### config.mk
export PLATFORM = sky130hd
export DESIGN_NAME = qsys_master_tgen
export DESIGN_NICKNAME = d
export VERILOG_FILES = /design/src/rtl/qsys_tgen_pkg.sv /design/src/rtl/qsys_tgen_ts_fifo.sv /design/src/rtl/qsys_master_tgen.sv
export SDC_FILE = /design/constraint.sdc
export NUM_CORES = 1
export LEC_CHECK = 0
export BUFFER_PORTS_ARGS = -buffer_cell sky130_fd_sc_hd__buf_2
export CAP_MARGIN = 20
export CORE_UTILIZATION = 45
export DETAILED_ROUTE_END_ITERATION = 7
export GPL_ROUTABILITY_DRIVEN = 1
export GPL_TIMING_DRIVEN = 0
export PLACE_DENSITY = 0.73
export SLEW_MARGIN = 20
export SYNTH_ARGS = -nofsm -noshare
export SYNTH_HDL_FRONTEND = slang
export SYNTH_SLANG_ARGS = --single-unit
### constraint.sdc
create_clock -name clk -period 2.5 [get_ports clk]
set_input_delay 0.25 -clock clk [delete_from_list [all_inputs] [get_ports clk]]
set_output_delay 0.25 -clock clk [all_outputs]
set_load 0.005 [all_outputs]
### src/rtl/qsys_tgen_pkg.sv
// Shared types, widths and the data-pattern helper for the Qsys master traffic generator.
// Contents:
//   tgen_state_t  - run state machine encoding
//   ERR_CNT_W     - width of the mismatch counter
//   PERF_CNT_W    - width of the optional performance counters
//   tgen_pattern  - {src, snk, idx} word for a given index, MSB-aligned to the data width
package qsys_tgen_pkg;

  localparam int unsigned ERR_CNT_W  = 16;
  localparam int unsigned PERF_CNT_W = 32;
  localparam int unsigned PAT_MAX_W  = 64;

  typedef enum logic [2:0] {
    StIdle,
    StWr,
    StRd,
    StDrain,
    StDone
  } tgen_state_t;

  // Result is right-aligned in PAT_MAX_W bits; callers keep the low 'width' bits.
  function automatic logic [PAT_MAX_W-1:0] tgen_pattern(input logic [7:0]  src,
                                                        input logic [7:0]  snk,
                                                        input logic [31:0] idx,
                                                        input int unsigned width);
    logic [PAT_MAX_W-1:0] idx_mask;
    idx_mask = (64'd1 << (width - 16)) - 64'd1;
    return ({56'd0, src} << (width - 8)) | ({56'd0, snk} << (width - 16)) |
           ({32'd0, idx} & idx_mask);
  endfunction

endpackage

### src/rtl/qsys_tgen_ts_fifo.sv
// In-order FIFO of read-issue timestamps used for read latency accounting.
// Ports:
//   clk_i, rst_i - clock, asynchronous active-high reset
//   clr_i        - synchronous flush (new run)
//   push_i       - store data_i (one per accepted read)
//   pop_i        - drop the head entry (one per answered read)
//   head_o       - oldest stored timestamp
// The owner guarantees no push when full and no pop when empty.
module qsys_tgen_ts_fifo
  import qsys_tgen_pkg::*;
#(
  parameter int unsigned DEPTH = 4,
  parameter int unsigned DW    = PERF_CNT_W
) (
  input  logic          clk_i,
  input  logic          rst_i,
  input  logic          clr_i,
  input  logic          push_i,
  input  logic [DW-1:0] data_i,
  input  logic          pop_i,
  output logic [DW-1:0] head_o
);

  localparam int unsigned PtrW = (DEPTH > 1) ? $clog2(DEPTH) : 1;
  localparam logic [PtrW-1:0] LastPtr = PtrW'(DEPTH - 1);

  logic [DW-1:0]   mem_q [DEPTH];
  logic [PtrW-1:0] wr_ptr_q, wr_ptr_d;
  logic [PtrW-1:0] rd_ptr_q, rd_ptr_d;

  always_comb begin
    wr_ptr_d = wr_ptr_q;
    rd_ptr_d = rd_ptr_q;
    if (clr_i) begin
      wr_ptr_d = '0;
      rd_ptr_d = '0;
    end else begin
      if (push_i) wr_ptr_d = (wr_ptr_q == LastPtr) ? '0 : wr_ptr_q + PtrW'(1);
      if (pop_i)  rd_ptr_d = (rd_ptr_q == LastPtr) ? '0 : rd_ptr_q + PtrW'(1);
    end
  end

  always_ff @(posedge clk_i or posedge rst_i) begin
    if (rst_i) begin
      wr_ptr_q <= '0;
      rd_ptr_q <= '0;
    end else begin
      wr_ptr_q <= wr_ptr_d;
      rd_ptr_q <= rd_ptr_d;
    end
  end

  always_ff @(posedge clk_i) begin
    if (push_i && !clr_i) mem_q[wr_ptr_q] <= data_i;
  end

  assign head_o = mem_q[rd_ptr_q];

endmodule

### src/rtl/qsys_master_tgen.sv
// Avalon-MM master traffic generator: writes NUM_REQ tagged words to addresses 0..NUM_REQ-1,
// reads them back with at most MAX_OUTSTANDING reads in flight and checks the in-order
// responses against the same pattern.
// Ports:
//   clk, rst                 - clock, asynchronous active-high reset
//   start                    - run request pulse (honoured in idle/done only)
//   done, error, err_count   - run complete, sticky error, saturating error count
//   writedata, address       - request payload (word address)
//   write, read              - request strobes, never both high
//   waitrequest              - slave stall
//   readdata, readdatavalid  - in-order read responses
// Optional (QSYS_TGEN_PERF_EN defined):
//   run_cycles               - cycles from the one after start to done rising, saturating
//   lat_sum                  - sum of read accept-to-response latencies, saturating
module qsys_master_tgen
  import qsys_tgen_pkg::*;
#(
  parameter int unsigned WIDTH           = 32,
  parameter int unsigned ADDR_WIDTH      = 30,
  parameter logic [7:0]  SRC_ID          = 8'd0,
  parameter logic [7:0]  SNK_ID          = 8'd1,
  parameter int unsigned NUM_REQ         = 16,
  parameter int unsigned MAX_OUTSTANDING = 4
) (
  input  logic                  clk,
  input  logic                  rst,
  input  logic                  start,
  output logic                  done,
  output logic                  error,
  output logic [ERR_CNT_W-1:0]  err_count,
  output logic [WIDTH-1:0]      writedata,
  output logic [ADDR_WIDTH-1:0] address,
  output logic                  write,
  output logic                  read,
  input  logic                  waitrequest,
  input  logic [WIDTH-1:0]      readdata,
  input  logic                  readdatavalid
`ifdef QSYS_TGEN_PERF_EN
  ,
  output logic [PERF_CNT_W-1:0] run_cycles,
  output logic [PERF_CNT_W-1:0] lat_sum
`endif
);

  localparam int unsigned IdxW = $clog2(NUM_REQ + 1);
  localparam int unsigned OutW = $clog2(MAX_OUTSTANDING + 1);
  localparam logic [IdxW-1:0] NumReqC  = IdxW'(NUM_REQ);
  localparam logic [IdxW-1:0] LastIdxC = IdxW'(NUM_REQ - 1);
  localparam logic [OutW-1:0] MaxOutC  = OutW'(MAX_OUTSTANDING);

  tgen_state_t           state_q, state_d;
  logic [IdxW-1:0]       wr_idx_q, wr_idx_d;
  logic [IdxW-1:0]       rd_idx_q, rd_idx_d;
  logic [IdxW-1:0]       rsp_idx_q, rsp_idx_d;
  logic [OutW-1:0]       outstanding_q, outstanding_d;
  logic                  write_q, write_d;
  logic                  read_q, read_d;
  logic [ADDR_WIDTH-1:0] address_q, address_d;
  logic [WIDTH-1:0]      writedata_q, writedata_d;
  logic                  done_q, done_d;
  logic                  error_q, error_d;
  logic [ERR_CNT_W-1:0]  err_count_q, err_count_d;

  logic            start_acc, wr_acc, rd_acc;
  logic            rsp_hit, rsp_unexp, rsp_bad;
  logic [IdxW-1:0] wr_nxt;
  logic [WIDTH-1:0] exp_rsp;

  always_comb begin
    state_d       = state_q;
    wr_idx_d      = wr_idx_q;
    write_d       = write_q;
    read_d        = read_q;
    address_d     = address_q;
    writedata_d   = writedata_q;
    done_d        = done_q;
    error_d       = error_q;
    err_count_d   = err_count_q;

    start_acc = start && (state_q == StIdle || state_q == StDone);
    wr_acc    = write_q && !waitrequest;
    rd_acc    = read_q && !waitrequest;
    wr_nxt    = wr_idx_q + IdxW'(1);
    exp_rsp   = WIDTH'(tgen_pattern(SRC_ID, SNK_ID, 32'(rsp_idx_q), WIDTH));

    // Responses are only meaningful once a run has started; idle ignores the bus.
    rsp_hit   = (state_q != StIdle) && readdatavalid && (outstanding_q != '0);
    rsp_unexp = (state_q != StIdle) && readdatavalid && (outstanding_q == '0);
    rsp_bad   = rsp_hit && (readdata != exp_rsp);

    rd_idx_d      = rd_idx_q + IdxW'(rd_acc);
    rsp_idx_d     = rsp_idx_q + IdxW'(rsp_hit);
    outstanding_d = outstanding_q + OutW'(rd_acc) - OutW'(rsp_hit);

    if (rsp_bad || rsp_unexp) begin
      error_d = 1'b1;
      if (err_count_q != '1) err_count_d = err_count_q + ERR_CNT_W'(1);
    end

    unique case (state_q)
      StIdle, StDone: begin
        if (start_acc) begin
          state_d       = StWr;
          wr_idx_d      = '0;
          rd_idx_d      = '0;
          rsp_idx_d     = '0;
          outstanding_d = '0;
          done_d        = 1'b0;
          error_d       = 1'b0;
          err_count_d   = '0;
          write_d       = 1'b1;
          read_d        = 1'b0;
          address_d     = '0;
          writedata_d   = WIDTH'(tgen_pattern(SRC_ID, SNK_ID, 32'd0, WIDTH));
        end
      end
      StWr: begin
        if (wr_acc) begin
          if (wr_idx_q == LastIdxC) begin
            // Straight into the read phase with no bubble; nothing is outstanding yet.
            state_d   = StRd;
            write_d   = 1'b0;
            read_d    = 1'b1;
            address_d = '0;
          end else begin
            wr_idx_d    = wr_nxt;
            address_d   = ADDR_WIDTH'(wr_nxt);
            writedata_d = WIDTH'(tgen_pattern(SRC_ID, SNK_ID, 32'(wr_nxt), WIDTH));
          end
        end
      end
      StRd: begin
        if (rd_idx_d == NumReqC) begin
          state_d = StDrain;
          read_d  = 1'b0;
        end else begin
          // Look at next-cycle occupancy so read is never high with the window full.
          address_d = ADDR_WIDTH'(rd_idx_d);
          read_d    = (outstanding_d < MaxOutC);
        end
      end
      StDrain: begin
        if (rsp_idx_d == NumReqC) begin
          state_d = StDone;
          done_d  = 1'b1;
        end
      end
      default: state_d = StIdle;
    endcase
  end

  always_ff @(posedge clk or posedge rst) begin
    if (rst) begin
      state_q       <= StIdle;
      wr_idx_q      <= '0;
      rd_idx_q      <= '0;
      rsp_idx_q     <= '0;
      outstanding_q <= '0;
      write_q       <= 1'b0;
      read_q        <= 1'b0;
      address_q     <= '0;
      writedata_q   <= '0;
      done_q        <= 1'b0;
      error_q       <= 1'b0;
      err_count_q   <= '0;
    end else begin
      state_q       <= state_d;
      wr_idx_q      <= wr_idx_d;
      rd_idx_q      <= rd_idx_d;
      rsp_idx_q     <= rsp_idx_d;
      outstanding_q <= outstanding_d;
      write_q       <= write_d;
      read_q        <= read_d;
      address_q     <= address_d;
      writedata_q   <= writedata_d;
      done_q        <= done_d;
      error_q       <= error_d;
      err_count_q   <= err_count_d;
    end
  end

  assign done      = done_q;
  assign error     = error_q;
  assign err_count = err_count_q;
  assign writedata = writedata_q;
  assign address   = address_q;
  assign write     = write_q;
  assign read      = read_q;

`ifdef QSYS_TGEN_PERF_EN
  logic [PERF_CNT_W-1:0] cyc_q, cyc_d;
  logic [PERF_CNT_W-1:0] run_cycles_q, run_cycles_d;
  logic [PERF_CNT_W-1:0] lat_sum_q, lat_sum_d;
  logic [PERF_CNT_W-1:0] ts_head, rsp_lat;
  logic [PERF_CNT_W:0]   lat_acc;

  // Free-running timebase; latencies are differences so wrap-around is harmless.
  qsys_tgen_ts_fifo #(
    .DEPTH(MAX_OUTSTANDING),
    .DW   (PERF_CNT_W)
  ) u_ts_fifo (
    .clk_i (clk),
    .rst_i (rst),
    .clr_i (start_acc),
    .push_i(rd_acc),
    .data_i(cyc_q),
    .pop_i (rsp_hit),
    .head_o(ts_head)
  );

  always_comb begin
    cyc_d        = cyc_q + PERF_CNT_W'(1);
    run_cycles_d = run_cycles_q;
    lat_sum_d    = lat_sum_q;
    rsp_lat      = cyc_q - ts_head;
    lat_acc      = {1'b0, lat_sum_q} + {1'b0, rsp_lat};
    if (start_acc) begin
      // The first cycle after start counts as one.
      run_cycles_d = PERF_CNT_W'(1);
      lat_sum_d    = '0;
    end else begin
      if ((state_q == StWr || state_q == StRd || state_q == StDrain) && run_cycles_q != '1) begin
        run_cycles_d = run_cycles_q + PERF_CNT_W'(1);
      end
      if (rsp_hit) lat_sum_d = lat_acc[PERF_CNT_W] ? '1 : lat_acc[PERF_CNT_W-1:0];
    end
  end

  always_ff @(posedge clk or posedge rst) begin
    if (rst) begin
      cyc_q        <= '0;
      run_cycles_q <= '0;
      lat_sum_q    <= '0;
    end else begin
      cyc_q        <= cyc_d;
      run_cycles_q <= run_cycles_d;
      lat_sum_q    <= lat_sum_d;
    end
  end

  assign run_cycles = run_cycles_q;
  assign lat_sum    = lat_sum_q;
`endif

endmodule

# Yosys cells after proc, flatten, opt, wreduce, memory -nomap -nowiden
# Cells that the tools add are included.
# totals
inputBits	37
ff_bits	103
wordCells	102
# op_classes
n_mux	43
addsub	6
n_lt_le_gt_ge	1
reduce_logical	24
n_eq_ne	16
# op_table
cell	count
32-bit two-way mux	3
30-bit two-way mux	3
30-bit case mux with 3 select lines	1
16-bit two-way mux	4
32-bit case mux with 2 select lines	1
5-bit two-way mux	8
32-bit by 17-bit inequality test with 1-bit output	1
3-bit two-way mux	7
16-bit by 1-bit adder with 16-bit output, second input constant	1
16-bit inequality test, second input constant	1
4-bit AND reduction	4
2-bit inequality test, second input constant	7
3-bit case mux with 4 select lines	1
1-bit two-way mux	11
5-bit by 1-bit adder with 5-bit output	2
5-bit equality test, second input constant	2
5-bit case mux with 2 select lines	1
3-bit nonzero test	3
1-bit logical AND	7
3-bit by 2-bit equality test with 1-bit output, second input constant	2
3-bit zero test	2
5-bit by 1-bit adder with 5-bit output, second input constant	1
5-bit by 4-bit equality test with 1-bit output, second input constant	1
5-bit AND reduction	1
12 further kinds	15

# Depth between registers and ports, before layout
# depth
word_depth	8
depth_mapped	11

# Least setup slack after synthesis
# No wires, ideal clock.
# synth_timing
kind	register to register
startpoint	reg state_q[2]
endpoint	reg read_q, in the netlist read
period_less_slack_ns	2.377
t_required_ns	2.421
arrival_ns	2.298
path_buffers	1
slack_ns	0.123
path_stages_with_launch	12
cell_sequence	dfrtp_1 -> buf_2 -> o31ai_1 -> nor2_1 -> xor2_1 -> ha_1 -> inv_1 -> fa_1 -> xor2_1 -> xnor2_1 -> nand2_1 -> mux2i_1
# synth_via
elab_chain_cells	7
# synth_rtl
element	line	rtl
start: declaration	qsys_master_tgen.sv:51	tgen_state_t state_q, state_d;
start signal: assignment	qsys_master_tgen.sv:154	state_q <= StIdle;
start signal: assignment	qsys_master_tgen.sv:167	state_q <= state_d;
3-bit nonzero test	qsys_master_tgen.sv:87	rsp_hit = (state_q != StIdle) && readdatavalid && (outstanding_q != '0);
1-bit logical AND (2 in a row)	qsys_master_tgen.sv:87	
3-bit by 1-bit subtractor with 3-bit output	qsys_master_tgen.sv:93	outstanding_d = outstanding_q + OutW'(rd_acc) - OutW'(rsp_hit);
3-bit < comparator	qsys_master_tgen.sv:139	read_d = (outstanding_d < MaxOutC);
1-bit two-way mux	qsys_master_tgen.sv:133	if (rd_idx_d == NumReqC) begin
1-bit case mux with 3 select lines	qsys_master_tgen.sv:100	unique case (state_q)
end signal: assignment	qsys_master_tgen.sv:173	read_q <= read_d;
end: declaration	qsys_master_tgen.sv:57	logic read_q, read_d;
# Several ways; a longest one is shown, not always the timed one.
# A chain may end at the register's enable or synchronous reset.

# Final worst setup path
# layout_timing
startpoint	reg read_q, in the netlist read
endpoint	reg address_q[0], in the netlist address[0]
# layout_via
elab_chain_cells	5
# layout_rtl
element	line	rtl
1-bit logical AND (*)	qsys_master_tgen.sv:82	rd_acc = read_q && !waitrequest;
5-bit by 1-bit adder with 5-bit output (*)	qsys_master_tgen.sv:91	rd_idx_d = rd_idx_q + IdxW'(rd_acc);
5-bit equality test	qsys_master_tgen.sv:133	
2-bit inequality test (no line)	--	
4-bit AND reduction (no line)	--	
end signal: assignment	qsys_master_tgen.sv:174	address_q <= address_d;
end: declaration	qsys_master_tgen.sv:58	logic [ADDR_WIDTH-1:0] address_q, address_d;
# Every way passes the cells marked *; elsewhere a longest branch is shown, timed or not. The select of a mux whose other input is x is not followed.

==> results.sh <==
export IMPL_run_status="completed"
export IMPL_drive_above_1_share_pct=34.3
export IMPL_synth_yosys_seq_area_share_pct=37.6
export IMPL_cts_root_buf="clkbuf_8"
export IMPL_hpwl_after_detailed_placement_microns=5170
export IMPL_synth_edf_count=0
export IMPL_synth_lib_cells_used_distinct=55
export IMPL_cellLeakagePower_uw=0.00200
export IMPL_layout_cell_area_non_filler_sq_um=3920
export IMPL_first_pass_grt_wire_length_microns=11200
export IMPL_floorplan_die_height_microns=85.3
export IMPL_drt_iter0_drc=101
export IMPL_synthesis_area_per_instance_sq_um=9.41
export IMPL_number_of_antenna_violations_at_the_first_check_in_global_routing=0
export IMPL_dpl_cell_area_sq_um=3770
export IMPL_worstSkewPairLatency_ns=0.31
export IMPL_share_seq_of_total_power_pct=40.5
export IMPL_finalNetCount=507
export IMPL_clk_pin_slew_worst_paths_ns=0.09
export IMPL_ioPinCount=119
export IMPL_worst_r2r_path_depth=9
export IMPL_yosysTopAreaCell="dfrtp_1"
export IMPL_drt_antenna_violating_nets=0
export IMPL_mappedNetlistArea_sq_um=3130
export IMPL_ys_top_cells_by_area="dfrtp_1, buf_4, ha_1"
export IMPL_track_usage_pct=19.0
export IMPL_synthToLayoutAreaGrowth_pct=25.3
export IMPL_gp_congestion=0.835
export IMPL_timing_final_setup_violations=0
export IMPL_highest_clock_rate_mhz=427
export IMPL_start_util_pct=46.3
export IMPL_post_synth_inst_count=332
export IMPL_floorplan_die_area_sq_um=7280
export IMPL_clock_buffers_created_by_tritoncts=5
export IMPL_synth_largest_type_area_fraction_pct=37.6
export IMPL_grt_ovfl_total=0
export IMPL_number_of_global_route_vias_before_repair=2431
export IMPL_drt_pass1_iterations=4
export IMPL_pre_cts_slack_ns=-0.271
export IMPL_async_reset_ff_share_pct=100
export IMPL_actual_slew_at_the_worst_max_slew_pin_ns=0.566
export IMPL_cts_tree="done"
export IMPL_worstPathRequired_ns=2.70
export IMPL_postLayoutCoreUtil_pct=58.0
export IMPL_routedWlPerCell_microns=12.3
export IMPL_comb_power_share_pct=43.6
export IMPL_hold_viol=0
export IMPL_regToRegEndpoint="address[0]$_DFFE_PP0P_"
export IMPL_synth_cells_most_frequent="buf_4, dfrtp_1, nor2_1, nand2_1, nand3_1"
export IMPL_r2r_start="read$_DFFE_PP0P_"
export IMPL_cts_num_sinks=47
export IMPL_clock_tree_buffer_depth=2
export IMPL_power_density_nw_per_um2=793
export IMPL_max_slew_margin_pct=61.3
export IMPL_placeableCoreArea_sq_um=6760
export IMPL_final_critical_path_setup_slack_ns=0.161
export IMPL_worst_setup_end_kind="flop"
export IMPL_period_needed_ns=2.34
export IMPL_synth_main_ff_cell="dfrtp_1"
export IMPL_fp_row_count=30
export IMPL_portBuffers=67
export IMPL_ys_warnings_count=0
export IMPL_crit_type="reg -> reg"
export IMPL_sw_frac_of_total_pct=38.4
export IMPL_power_clock_fraction_pct=15.9
export IMPL_startpoint_type="flop"
export IMPL_maxSlewViolCount=0
export IMPL_timing_clock_skew_ns=0.00612
export IMPL_switching_component_of_the_power_uw=1190
export IMPL_wl_microns=6660
export IMPL_die_width_microns=85.3
export IMPL_min_delay_path_class="in -> async"
export IMPL_rsz0062_at_grt="false"
export IMPL_drcViolationCount=0
export IMPL_power_report_internal_total_uw=1910
export IMPL_grt_max_degree=35
export IMPL_cp_arrival_ns=2.54
export IMPL_yosysMostFrequentCell="buf_4"
export IMPL_maxCapViolCount=0
export IMPL_regToRegSetupSlack_ns=0.16
export IMPL_htree_num_levels=2
export IMPL_synth_ff_latch_count=47
export IMPL_cp_max_fo=5
export IMPL_final_min_period_over_clock_period_pct=93.6
export IMPL_antenna_cells_inserted=0
export IMPL_worst_ir_drop_vdd_v=0.000599
export IMPL_avgViaCountPerCell=4.93
export IMPL_vias=2665
==> critical path, stage by stage, from the launching register on <==
cell	delay [ns]
dfrtp_1	0.41
nor2b_2	0.19
ha_1	0.19
ha_1	0.23
xnor2_2	0.20
nor3b_1	0.21
a31oi_1	0.16
nor3_2	0.15
buf_4	0.17
mux2_2	0.33
==> how the worst max path moves through the flow <==
stage / startpoint / to / cells past startpoint
after floorplan: state_q[2]$_DFFE_PP0P_ / read$_DFFE_PP0P_ / 11
after global placement: state_q[2]$_DFFE_PP0P_ / read$_DFFE_PP0P_ / 11
after detailed placement: state_q[2]$_DFFE_PP0P_ / read$_DFFE_PP0P_ / 11
after CTS: read$_DFFE_PP0P_ / address[2]$_DFFE_PP0P_ / 9
after global routing: read$_DFFE_PP0P_ / address[1]$_DFFE_PP0P_ / 9
final: read$_DFFE_PP0P_ / address[0]$_DFFE_PP0P_ / 9
==> sequential cells by signal, summed over array words and instances, names as in the netlist <==
name           cells
address            5
done               1
err_count         16
error              1
outstanding_q      3
rd_idx_q           5
read               1
rsp_idx_q          5
state_q            3
wr_idx_q           4
write              1
writedata          2
==> kinds of logic after synthesis <==
logic type / Yosys count / share of synthesized area, %
mux: 9 / 3.16
flops: 47 / 37.6
fa+ha+maj: 10 / 4.24
simple gates: 111 / 20.1
other cells: 1 / 0.120
xor+xnor: 18 / 5.04
buf+inv: 73 / 15.9
compound gates: 63 / 13.9
==> repair_timing <==
action | in CTS | in global routing
setup buffers | 1 | 1
endpoints found under the setup margin | 11 | 8
hold endpoints to repair | 13 | 0
pin swaps | 1 | 1
hold buffers | 1 | 0
gates resized for setup | 2 | 3
==> power by group through the flow <==
stage               clock, uW  sequential [uW]  combinational [uW]
floorplan                   0             1220                 967
global placement            0             1250                1280
detailed placement          0             1260                1320
CTS                       510             1250                1340
global route              536             1300                1520
finish                    494             1260                1350
==> through the flow <==
stage          setup TNS, ns  total power, uW  cells  hold WS [ns]
3_3_place_gp           -1.17             2530    529         0.448
3_5_place_dp           -1.50             2580    530         0.229
4_1_cts                    0             3110    540         0.422
2_1_floorplan              0             2190    382         0.459
6_report                   0             3110    541         0.447
5_1_grt                    0             3360    541         0.461
==> placed cells by master (no fill, tap or decap), types with 3 or more instances in the layout <==
master,instances
buf_4,53
inv_1,8
clkbuf_8,6
a211oi_1,3
nand4_1,3
nor2_1,22
a21oi_1,7
clkbuf_1,5
o41ai_1,4
and3_1,4
nor4_2,4
mux2_2,7
dfrtp_1,47
nor3b_1,3
nand2_1,19
nand4b_1,3
nand2b_1,7
and2_1,7
nand3_1,15
and4_1,5
o21ai_0,14
nor3_1,5
xnor2_1,10
ha_1,9
xor2_1,7
o22ai_1,4
buf_2,72
nor4_1,3
a31oi_1,6
conb_1,51
a21o_1,6
==> layout make-up <==
cell class	instances	area, sq um
plain buffers	64	463
clock buffers	7	86.3
clock inverters	1	8.76
fillers	643	2840
inverters	9	33.8
multi-input cells	262	1670
flip-flops and latches	47	1180
well taps	80	100
repair buffers	71	380
==> routing by layer <==
metal	vias to the layer above	share of wire [%]	GRT usage, %
met4	0	0.41	3.64
li1	1343	-	-
met3	4	5.5	4.28
met5	-	0	0
met2	78	48	31.9
met1	1240	46	25.4
Note: power is estimated with default switching activity, not from simulation.
